File: config.mk
export PLATFORM = sky130hd
export DESIGN_NAME = id_ex_stage
export DESIGN_NICKNAME = d
export VERILOG_FILES = /design/src/rtl/id_ex_stage.sv
export SDC_FILE = /design/constraint.sdc
export NUM_CORES = 1
export LEC_CHECK = 0
export BUFFER_PORTS_ARGS = -buffer_cell sky130_fd_sc_hd__buf_2
export CORE_MARGIN = 10
export CORE_UTILIZATION = 45
export DETAILED_ROUTE_END_ITERATION = 10
export PLACE_DENSITY = 0.77
export SETUP_SLACK_MARGIN = 0.15
export SLEW_MARGIN = 20
export SYNTH_ARGS = -nofsm -noshare
export SYNTH_HDL_FRONTEND = slang
export SYNTH_SLANG_ARGS = --single-unit
File: constraint.sdc
create_clock -name clk -period 2.5 [get_ports clk]
set_input_delay 0.25 -clock clk [delete_from_list [all_inputs] [get_ports clk]]
set_output_delay 0.25 -clock clk [all_outputs]
set_load 0.01 [all_outputs]
File: src/rtl/id_ex_stage.sv
// ---------------------------------------------------------------------------
// id_ex_stage
//
// ID/EX pipeline register placed directly after the 16x16 register file.
// It captures the register read data (with same-cycle write-back bypass)
// and the decoded fields for the execute stage. It also detects load-use
// hazards, inserts one bubble per load-use pair, honours downstream
// backpressure and branch flush, and counts inserted bubbles.
//
// Ports
//   clk, reset          rising-edge clock, synchronous active-high reset
//   id_valid / id_ready ID handshake (id_ready is combinational)
//   rs1, rs2, rd        source / destination register addresses
//   reg1, reg2          register file read data for rs1 / rs2 (same cycle)
//   imm, ctrl           sign-extended immediate, decoded control bundle
//                       (ctrl[0] = reg_write, ctrl[1] = mem_read)
//   wb_en, wb_rd,       write-back port, identical to the register file
//   wb_data             write port; used for the same-cycle bypass
//   flush               kills the ID instruction and the EX slot
//   ex_ready / ex_valid EX handshake
//   ex_rs1, ex_rs2, ex_rd, ex_a, ex_b, ex_imm, ex_ctrl
//                       registered fields for the execute stage
//   hazard              a load-use bubble is being requested (combinational)
//   stall_count         saturating count of inserted bubbles
// ---------------------------------------------------------------------------
module id_ex_stage #(
  parameter int DATA_W = 16,
  parameter int ADDR_W = 4,
  parameter int CTRL_W = 8,
  parameter int CNT_W  = 16
) (
  input  logic              clk,
  input  logic              reset,
  input  logic              id_valid,
  output logic              id_ready,
  input  logic [ADDR_W-1:0] rs1,
  input  logic [ADDR_W-1:0] rs2,
  input  logic [ADDR_W-1:0] rd,
  input  logic [DATA_W-1:0] reg1,
  input  logic [DATA_W-1:0] reg2,
  input  logic [DATA_W-1:0] imm,
  input  logic [CTRL_W-1:0] ctrl,
  input  logic              wb_en,
  input  logic [ADDR_W-1:0] wb_rd,
  input  logic [DATA_W-1:0] wb_data,
  input  logic              flush,
  input  logic              ex_ready,
  output logic              ex_valid,
  output logic [ADDR_W-1:0] ex_rs1,
  output logic [ADDR_W-1:0] ex_rs2,
  output logic [ADDR_W-1:0] ex_rd,
  output logic [DATA_W-1:0] ex_a,
  output logic [DATA_W-1:0] ex_b,
  output logic [DATA_W-1:0] ex_imm,
  output logic [CTRL_W-1:0] ex_ctrl,
  output logic              hazard,
  output logic [CNT_W-1:0]  stall_count
);

  // Saturating increment: sticks at all-ones instead of wrapping.
  function automatic logic [CNT_W-1:0] sat_inc(input logic [CNT_W-1:0] c);
    return (&c) ? c : c + CNT_W'(1);
  endfunction

  logic              vld_p1;
  logic [ADDR_W-1:0] rs1_p1, rs2_p1, rd_p1;
  logic [DATA_W-1:0] a_p1, b_p1, imm_p1;
  logic [CTRL_W-1:0] ctrl_p1;
  logic [CNT_W-1:0]  stall_cnt_p1;

  logic [DATA_W-1:0] a_p0, b_p0;
  logic              hold_p0;
  logic              hazard_p0;

  // ---- Stage p0: ID side (bypass, hazard detect, handshake) ----
  // The register file does not forward its own write, so a same-cycle
  // write-back to a source register is picked up here, address 0 included.
  always_comb begin
    a_p0 = (wb_en && (wb_rd == rs1)) ? wb_data : reg1;
    b_p0 = (wb_en && (wb_rd == rs2)) ? wb_data : reg2;
  end

  assign hold_p0   = vld_p1 && !ex_ready;
  assign hazard_p0 = vld_p1 && ctrl_p1[1] && id_valid &&
                     ((rd_p1 == rs1) || (rd_p1 == rs2));

  // A flush always consumes the ID instruction, even while EX is stalled.
  assign id_ready = !reset && (flush || (!hold_p0 && !hazard_p0));
  assign hazard   = hazard_p0;

  // ---- Stage p1: EX-facing register ----
  always_ff @(posedge clk) begin
    if (reset) begin
      vld_p1       <= 1'b0;
      rs1_p1       <= '0;
      rs2_p1       <= '0;
      rd_p1        <= '0;
      a_p1         <= '0;
      b_p1         <= '0;
      imm_p1       <= '0;
      ctrl_p1      <= '0;
      stall_cnt_p1 <= '0;
    end else if (flush) begin
      vld_p1 <= 1'b0;
    end else if (hold_p0) begin
      // EX not consuming: everything stays put, a pending hazard is not counted.
      vld_p1 <= vld_p1;
    end else if (hazard_p0) begin
      // One bubble lets the load leave EX; the dependent instruction waits in ID.
      vld_p1       <= 1'b0;
      stall_cnt_p1 <= sat_inc(stall_cnt_p1);
    end else if (id_valid) begin
      vld_p1  <= 1'b1;
      rs1_p1  <= rs1;
      rs2_p1  <= rs2;
      rd_p1   <= rd;
      a_p1    <= a_p0;
      b_p1    <= b_p0;
      imm_p1  <= imm;
      ctrl_p1 <= ctrl;
    end else begin
      vld_p1 <= 1'b0;
    end
  end

  assign ex_valid    = vld_p1;
  assign ex_rs1      = rs1_p1;
  assign ex_rs2      = rs2_p1;
  assign ex_rd       = rd_p1;
  assign ex_a        = a_p1;
  assign ex_b        = b_p1;
  assign ex_imm      = imm_p1;
  assign ex_ctrl     = ctrl_p1;
  assign stall_count = stall_cnt_p1;

endmodule

==> impl_metrics.yaml, run 1 <==
synth:
  synth-seq-cells: 85
  yosysSeqAreaShare: 0.415
  synthFlopType: "dfxtp_1"
  synth_nets: 537
  synth_edf_count: 0
  ys_async_sr_fraction: 0
  syn_area_um2: 4100
  syn_avg_cell_area_um2: 9.28
  yosysUniqueCellTypes: 39
  yosys_warnings: 0
  synthCells: 442
die:
  coreArea_um2: 8810
  start_util: 0.466
  die_x_um: 115
  num_rows: 34
  die_y_um: 115
  dieArea_um2: 13300
  ios: 181
placement:
  dp_hpwl_um: 9810
  io_buffers: 180
  place_congestion: 0.840
  dp.cells: 703
routing:
  drt_pre_antenna_iters: 5
  postRouteWirelength_um: 13100
  drt_iter0_drc: 255
  via_per_inst: 5.59
  vias: 4033
  wl_per_cell_um: 18.1
  drc: 0
  drtAntennaViolNets: 0
setup_path:
  crit_arrival_ns: 1.95
  worstSetupStartpointType: "flop"
  worst_path_max_delay_cell: "nor4_2"
  worst-setup-path-type: "reg2out"
  worstPathRequired_ns: 2.25
  cpPeakStageDelay_ns: 0.41
  worstSetupEndpointType: "output pin"
  worstPathMaxFanout: 6
  path_cells: "xor2_1, nor4_2, o21ai_4, inv_1, nor2_1, o21ba_2, buf_2"
grt:
  grt_max_degree: 63
  grt_pass1_vias: 4140
  antenna_found_initial: 0
  grt_usage: 0.190
  overflow: 0
  grt_pass1_wl_um: 20700
finish:
  syn2layout_area_growth_pct: 31.1
  layout.cells.non_filler: 722
  diodes: 0
  drive_gt1_frac: 0.362
  fin_util: 0.611
  nets: 704
worst_hold_path:
  hp-class: "in2reg"
cts:
  cts_buffers: 9
  insertion_delay_ns: 0.35
  clock_sinks: 85
  cts.path.max_buffers: 2
  cts_max_level: 3
  cts_tree: "built"
  cts_root_buf: "clkbuf_8"
  postCtsHoldBufs: 0
  clk_pin_slew_ns: 0.08
sta:
  finalClockSkew_ns: 0.00609
  setup_viol: 0
  rsz0062_at_grt: "no"
  fin_crit_sh: 0.879
  slew_violations: 0
  period_minus_slack_ns: 2.20
  max-slew-margin-rel: 0.534
  max_freq_mhz: 455
  finalHoldViolCount: 0
  fin_tns_setup_ns: 0
  worst_slew_pin_slew_ns: 0.696
run_status:
  status: "complete, no violations"
job:
  max-cap-violations: 0
power_and_ir_drop:
  pwr_density_cell_nw_per_um2: 572
  power.leakage_nw: 2.26
  ir_drop_mv: 0.292
==> final cells by class <==
type	instances	area (µm²)
Clock buffer	12	145
Clock inverter	4	95.1
Fill cell	797	3430
Inverter	3	11.3
Multi-Input combinational cell	314	2230
Sequential cell	85	1700
Tap cell	108	135
Timing Repair Buffer	196	1060
==> worst max-delay path, delay by kind of cell (launching register included) <==
family	cells	cell delay [ns]
AND/OR/NAND/NOR	2	0.48
flip-flops	1	0.35
AO/OA/AOI/OAI	2	0.32
XOR/XNOR	1	0.19
buffers and inverters	2	0.27
==> layout by cell type, fill, tap and decap left out, types with 2 or more instances in the layout <==
| master | n |
|---|---|
| buf_12 | 3 |
| and3_1 | 3 |
| nand4b_1 | 35 |
| nor3_1 | 4 |
| a21oi_1 | 43 |
| nand4_1 | 5 |
| inv_1 | 3 |
| nor4_1 | 4 |
| o21ai_1 | 5 |
| nand2_1 | 6 |
| mux2_2 | 2 |
| nor4_4 | 3 |
| nor2b_1 | 8 |
| buf_4 | 13 |
| xnor2_1 | 2 |
| or4_1 | 5 |
| o31ai_1 | 5 |
| clkbuf_8 | 10 |
| clkbuf_1 | 2 |
| bufinv_16 | 3 |
| xor2_1 | 14 |
| or3_1 | 3 |
| mux2_1 | 5 |
| buf_2 | 180 |
| nand2b_1 | 35 |
| a211oi_1 | 32 |
| nor2_1 | 11 |
| dfxtp_1 | 85 |
| mux2i_1 | 33 |
| o21ai_0 | 34 |
| nand3_1 | 8 |
==> metal layers <==
metal | up-vias | GRT usage | routed length (µm)
met2 | 179 | 0.308 | 6190
met3 | 15 | 0.0610 | 1220
met4 | 0 | 0.0642 | 183
met5 | - | 0 | 0
met1 | 1875 | 0.233 | 5520
li1 | 1964 | - | -
==> logic make-up (layout without fill, tap and decap cells) <==
family	after synthesis	after routing	synth area share
and+or+nand+nor	135	135	0.228
AOI/OAI and AO/OA	122	122	0.174
DFF	85	85	0.415
buffers and inverters	43	215	0.0464
muxes	40	40	0.0998
xor gates and xnor gates	16	16	0.0342
adders and majority gates	1	1	0.00305
==> metrics by stage <==
step | setup slack, ns | area [µm²] | total power, mW | hold slack, ns
5_1_grt | 0.211 | 5380 | 3.22 | 0.107
4_1_cts | 0.196 | 5350 | 3.11 | 0.0985
6_report | 0.303 | 5380 | 3.08 | 0.121
3_5_place_dp | 0.370 | 5110 | 1.94 | 0.453
3_3_place_gp | 0.459 | 5110 | 1.92 | 0.450
2_1_floorplan | 0.527 | 4100 | 1.72 | 0.329
==> timing repair <==
item,CTS,global route
setup buffers,0,3
gates resized for setup,0,1
endpoints found under the setup margin,0,1
==> sequential cells by signal, indices dropped and copies added (netlist names) <==
signal and count:
ex_imm 16, ex_valid 1, ex_b 16, ex_ctrl 8
stall_count 16, ex_a 16, ex_rs2 4, ex_rs1 4
ex_rd 4
==> synthesized netlist by cell type (all sizes together) (2+ instances only) <==
master,number,area share
nand3,9,0.012
nand2,6,0.0055
and3,3,0.0046
a21oi,43,0.052
nand4,5,0.0076
buf,11,0.017
nor4,8,0.023
mux2,7,0.019
nand2b,35,0.053
o21ai,40,0.050
nor3,4,0.0049
dfxtp,85,0.41
or4,6,0.012
nor2,11,0.010
nand4b,35,0.075
o31ai,5,0.0092
mux2i,33,0.081
nor2b,8,0.012
xnor2,2,0.0043
clkbuf,29,0.027
xor2,14,0.030
inv,3,0.0027
or3,3,0.0046
a211oi,32,0.059
==> where the power goes <==
part	leakage, nW	internal (mW)	total (mW)	switching (mW)
registers	0.696	1.42	1.46	0.0387
clock network	0.121	0.691	1.17	0.480
logic	1.44	0.205	0.448	0.243
total	2.26	2.31	3.08	0.762
==> worst paths after layout <==
kind | slack [ns] | cells past startpoint | end | start
setup / recovery | 0.30 | 7 | id_ready | ex_rd[2]
hold / removal | 0.12 | 2 | ex_valid | flush
setup reg to reg | 0.37 | 5 | stall_count[12] | ex_rd[2]
hold reg to reg | 0.47 | 2 | ex_ctrl[7] | ex_ctrl[7]
Power figures use the tool's default switching activity.
==> inputs of run 2 (changes only) <==
Settings changed: ABC_AREA set to 1, PLACE_DENSITY 0.77 to 0.76.
==> run 2 against run 1 <==
Die area up 3.3%. Critical path depth increased by 3. Critical path type unchanged. Count of clock-buffer cells in the layout decreased by 1. Global-route usage up 0.58 points. Non-clock buffer count decreased by 6.
==> impl_metrics.yaml, run 2 <==
run_status:
  status: "complete, no violations"
sta:
  hold_slack_ns: 0.110
  worst_slack_ns: 0.446
  setup_viol: 0
  finalClockSkew_ns: 0.0153
  rsz0062_at_grt: "no"
  max_freq_mhz: 487
  slew_violations: 0
  fin_crit_sh: 0.822
  period_minus_slack_ns: 2.05
  finalHoldViolCount: 0
  fin_tns_setup_ns: 0
  max-slew-margin-rel: 0.598
  worst_slew_pin_slew_ns: 0.602
placement:
  dp_hpwl_um: 10600
  post-place-ws_ns: 0.499
  post_dp_cell_area_um2: 5240
  place_congestion: 0.895
  io_buffers: 180
grt:
  antenna_found_initial: 2
  grt_pass1_vias: 4551
  overflow: 0
  grt_pass1_wl_um: 22600
  grt_max_degree: 54
  grt_usage: 0.196
power_and_ir_drop:
  switching_share: 0.284
  seq_power_share: 0.486
  pwr-share-clk: 0.350
  pwr_density_cell_nw_per_um2: 548
  p_switching_mw: 0.850
  ir_drop_mv: 0.365
  pwr-share-comb: 0.164
  power.leakage_nw: 2.97
  intPower_mw: 2.15
  p_total_mw: 3.00
routing:
  postRouteWirelength_um: 13700
  drt_pre_antenna_iters: 5
  wl_per_cell_um: 13.7
  vias: 4701
  drt_iter0_drc: 430
  drc: 0
  via_per_inst: 4.73
  drtAntennaViolNets: 0
cts:
  cts_buffers: 9
  post_cts_buffers: 0
  cts_max_level: 3
  cts_tree: "built"
  postCtsHoldBufs: 0
  cts_root_buf: "clkbuf_8"
  clock_sinks: 85
  clk_pin_slew_ns: 0.09
  insertion_delay_ns: 0.36
  cts.path.max_buffers: 2
synth:
  synth_edf_count: 0
  yosysMostFrequentCell: "nand2_1"
  synth_top_area_frac: 0.399
  yosys_warnings: 0
  yosysTopAreaCell: "dfxtp_1"
  synth-xor-area-share: 0
  ys_async_sr_fraction: 0
  synth_top_family_by_area: "simple AND/OR/NAND/NOR gates"
  synth-compound-area-share: 0.0851
  synthCells: 695
  yosysUniqueCellTypes: 22
  synth_nets: 790
  synth-seq-cells: 85
  muxShareOfSynthArea: 0
  synthSimpleGateAreaFrac: 0.399
  syn_area_um2: 4260
  yosysSeqAreaShare: 0.399
  synthFlopType: "dfxtp_1"
  synthTopCellsByArea: "dfxtp_1 (40%), nand2_1 (20%), nor2_1 (13%)"
  syn_avg_cell_area_um2: 6.14
  synth_commonest_cells: "nand2_1 (226), nor2_1 (145), dfxtp_1 (85), inv_1 (73), o21ai_0 (36)"
  synthAdderAreaFrac: 0.00293
setup_path:
  worst-setup-path-type: "reg2out"
  worstSetupStartpointType: "flop"
  worstSetupEndpointType: "output pin"
  crit_arrival_ns: 1.80
  worstPathRequired_ns: 2.25
  worstPathMaxFanout: 34
finish:
  syn2layout_area_growth_pct: 28.3
  drive_gt1_frac: 0.253
  nets: 954
  layout_common_cells: "nand2_1 (226), buf_2 (180), nor2_1 (144), dfxtp_1 (85), inv_1 (73)"
  mostFrequentLayoutCell: "nand2_1"
  finalInstanceArea_um2: 5470
die:
  start_util: 0.461
  ios: 181
  die_x_um: 117
  die_y_um: 117
  dieArea_um2: 13800
  num_rows: 35
  coreArea_um2: 9240
worst_hold_path:
  hp-class: "in2reg"
job:
  max-cap-violations: 0
==> run 2: cell types whose count changed after synthesis, sizes merged, moves of 9 or more <==
cell    delta
a211oi    -32
nor2     +134
nand4     +28
nand4b    -35
nand2    +222
nand2b    -35
mux2i     -33
inv       +77
xor2      -14
clkbuf     -9
==> run 2: power by group through the flow <==
stage | logic [mW] | clock network, mW | registers (mW)
2_1_floorplan | 0.249 | 0 | 1.52
3_3_place_gp | 0.487 | 0 | 1.49
3_5_place_dp | 0.493 | 0 | 1.49
4_1_cts | 0.495 | 1.08 | 1.46
5_1_grt | 0.562 | 1.12 | 1.47
6_report | 0.491 | 1.05 | 1.46
==> run 2: critical path, cell delays in order (launching register included) <==
cell and delay [ns]:
dfxtp_1 0.41, inv_1 0.10, nand2_1 0.06, nand2_1 0.04, nor2_1 0.12, nand2_1 0.07
nand2_2 0.12, nand2_4 0.07, buf_4 0.26, inv_1 0.08, buf_2 0.12
==> run 2: cell type report <==
class / count / area (µm²)
Tap cell: 129 / 161
Antenna cell: 1 / 2.50
Multi-Input combinational cell: 493 / 2100
Clock inverter: 5 / 67.6
Fill cell: 939 / 3770
Sequential cell: 85 / 1700
Inverter: 80 / 300
Timing Repair Buffer: 190 / 988
Clock buffer: 11 / 151
==> run 2: timing repair <==
item                       4_1_cts  5_1_grt
setup endpoints to repair        1        1
gates resized for setup          1        1
pin swaps                        0        0
==> run 2: path summary, 6_finish.rpt <==
check                                start    endpoint  depth (start not counted)  slack [ns]
worst max-delay path              ex_rd[1]      hazard                         10        0.45
worst min-delay path                 rd[3]    ex_rd[3]                          3        0.11
worst max register to register    ex_valid     ex_b[8]                          7        0.61
worst min register to register  ex_ctrl[6]  ex_ctrl[6]                          2        0.46
==> run 2: cells by family after synthesis <==
logic type	count (synthesis)
buffers and inverters	117
flip-flops	85
AND/OR/NAND/NOR	420
AO/OA/AOI/OAI	72
adder cells (fa/ha/maj)	1
==> run 2: per-stage QoR <==
stage | instances | utilization
global placement | 977 | 0.567
global route | 994 | 0.592
detailed placement | 977 | 0.567
CTS | 993 | 0.591
finish | 994 | 0.592
floorplan | 695 | -
==> run 2: per-layer routing <==
layer | up-vias | wire length [µm] | track usage
li1 | 2469 | - | -
met1 | 2030 | 5630 | 0.226
met2 | 178 | 6390 | 0.319
met3 | 22 | 1340 | 0.0796
met4 | 2 | 285 | 0.0649
met5 | - | 14 | 0
==> inputs of run 3 (changes only) <==
Settings changed: CORE_UTILIZATION 45 to 43.
Clock period 2.5 ns to 1.8 ns, I/O delays scaled along.
==> run 3 against run 2 <==
Clock skew decreased by 0.0025 ns. Design area increased by 9.3%. Critical path depth shrank 4. Register-to-register slack got worse by 0.59 ns. Global-route usage decreased by 0.98 points. First-iteration DRC count grew 16%. Via count rose by 5.5%. Sequential power is 38% higher. Utilization is 2.2 points higher. Routed wire length rose by 7.9%. Non-clock buffer count grew 23. Setup slack got worse by 0.43 ns.
==> impl_metrics.yaml, run 3 (synthesis results as in run 2) <==
finish:
  nets: 977
  drive_gt1_frac: 0.331
  mostFrequentLayoutCell: "nand2_1"
  syn2layout_area_growth_pct: 40.3
  layout.cells.non_filler: 1022
  finalInstanceArea_um2: 5980
  layout_common_cells: "nand2_1 (220), buf_2 (178), nor2_1 (116), dfxtp_1 (78), inv_1 (68)"
routing:
  via_per_inst: 4.85
  drt_pre_antenna_iters: 5
  postRouteWirelength_um: 14700
  drtAntennaViolNets: 0
  wl_per_cell_um: 14.4
  drt_iter0_drc: 499
  vias: 4961
  drc: 0
die:
  ios: 181
  coreArea_um2: 9730
  die_y_um: 120
  die_x_um: 120
  start_util: 0.438
  dieArea_um2: 14300
  num_rows: 36
setup_path:
  r2r-end: "ex_rs1[2]"
  worstSetupStartpointType: "flop"
  reg2reg_slack_ns: 0.02
  worstPathRequired_ns: 1.62
  startpoint: "ex_valid"
  worst-setup-path-type: "reg2out"
  endpoint: "id_ready"
  worstPathMaxFanout: 6
  r2r_cells: 14
  rr_startpoint: "ex_rd[3]"
  crit_arrival_ns: 1.60
  worstSetupEndpointType: "output pin"
power_and_ir_drop:
  switching_share: 0.307
  pwr-share-clk: 0.317
  pwr_density_cell_nw_per_um2: 680
  seq_power_share: 0.498
  power.leakage_nw: 3.16
  pwr-share-comb: 0.185
  p_switching_mw: 1.25
  intPower_mw: 2.82
  ir_drop_mv: 0.327
placement:
  post-place-ws_ns: 0.191
  dp.cells: 987
  place_congestion: 0.843
  dp_hpwl_um: 10300
  io_buffers: 180
  post_dp_cell_area_um2: 5330
sta:
  setup_viol: 0
  hold_slack_ns: 0.0541
  worst_slack_ns: 0.0195
  finalClockSkew_ns: 0.0128
  worst_slew_pin_slew_ns: 0.401
  max-slew-margin-rel: 0.730
  finalHoldViolCount: 0
  fin_tns_setup_ns: 0
  max_freq_mhz: 562
  fin_crit_sh: 0.989
  rsz0062_at_grt: "yes"
  period_minus_slack_ns: 1.78
  slew_violations: 0
cts:
  insertion_delay_ns: 0.35
  postCtsHoldBufs: 0
  clock_sinks: 85
  cts.path.max_buffers: 2
  cts_buffers: 9
  cts_max_level: 3
  clk_pin_slew_ns: 0.09
  cts_tree: "built"
  cts_root_buf: "clkbuf_8"
run_status:
  status: "complete, no violations"
job:
  max-cap-violations: 0
grt:
  overflow: 0
  grt_pass1_vias: 4569
  grt_usage: 0.186
  grt_pass1_wl_um: 22100
  grt_max_degree: 55
  antenna_found_initial: 4
worst_hold_path:
  hp-class: "in2reg"
run 3: through the flow:
stage | power, mW | utilization
CTS | 4.05 | 0.578
finish | 4.06 | 0.615
global placement | 2.75 | 0.547
detailed placement | 2.76 | 0.547
global route | 4.28 | 0.614
floorplan | 2.45 | -
run 3: power groups by stage:
stage,clock [mW],combinational [mW],sequential [mW]
2_1_floorplan,0,0.346,2.11
3_3_place_gp,0,0.689,2.06
3_5_place_dp,0,0.693,2.07
4_1_cts,1.32,0.703,2.02
5_1_grt,1.40,0.845,2.04
6_report,1.29,0.753,2.02
run 3: worst min path at each step:
stage | start | end | slack [ns] | depth (start not counted)
final | ctrl[1] | ex_ctrl[1] | 0.05 | 3
after global routing | ctrl[1] | ex_ctrl[1] | 0.06 | 3
after CTS | ctrl[1] | ex_ctrl[1] | 0.04 | 3
after detailed placement | rd[3] | ex_rd[3] | 0.41 | 3
after global placement | ctrl[1] | ex_ctrl[1] | 0.41 | 3
after floorplan | flush | ex_valid | 0.26 | 1
run 3: worst max-delay path: stages (launching register included):
cell      delay [ns]
dfxtp_1         0.37
inv_2           0.08
nor2_1          0.27
inv_2           0.15
o211ai_1        0.19
inv_1           0.07
buf_6           0.12
run 3: timing repair:
action	in CTS	in global routing
hold endpoints to repair	0	0
buffers inserted	7	4
resized for setup	11	69
pin swaps	3	10
endpoints found under the setup margin	2	84
cloned	1	5
run 3: layer usage:
metal / share of wire / vias to the layer above / wire [µm] / global-route usage
met2: 0.48 / 216 / 7070 / 0.311
met1: 0.40 / 2198 / 5940 / 0.212
met4: 0.024 / 4 / 348 / 0.0611
li1: - / 2514 / - / -
met3: 0.091 / 29 / 1340 / 0.0736
met5: 0.0018 / - / 27 / 0
run 3: area by class of cell:
cell class / count / area, µm²
fillers: 945 / 3750
multi-input cells: 493 / 2280
flip-flops and latches: 85 / 1710
repair buffers: 213 / 1340
inverters: 80 / 305
well taps: 133 / 166
clock buffers: 9 / 124
clock inverters: 7 / 55.1
diodes: 2 / 5.00
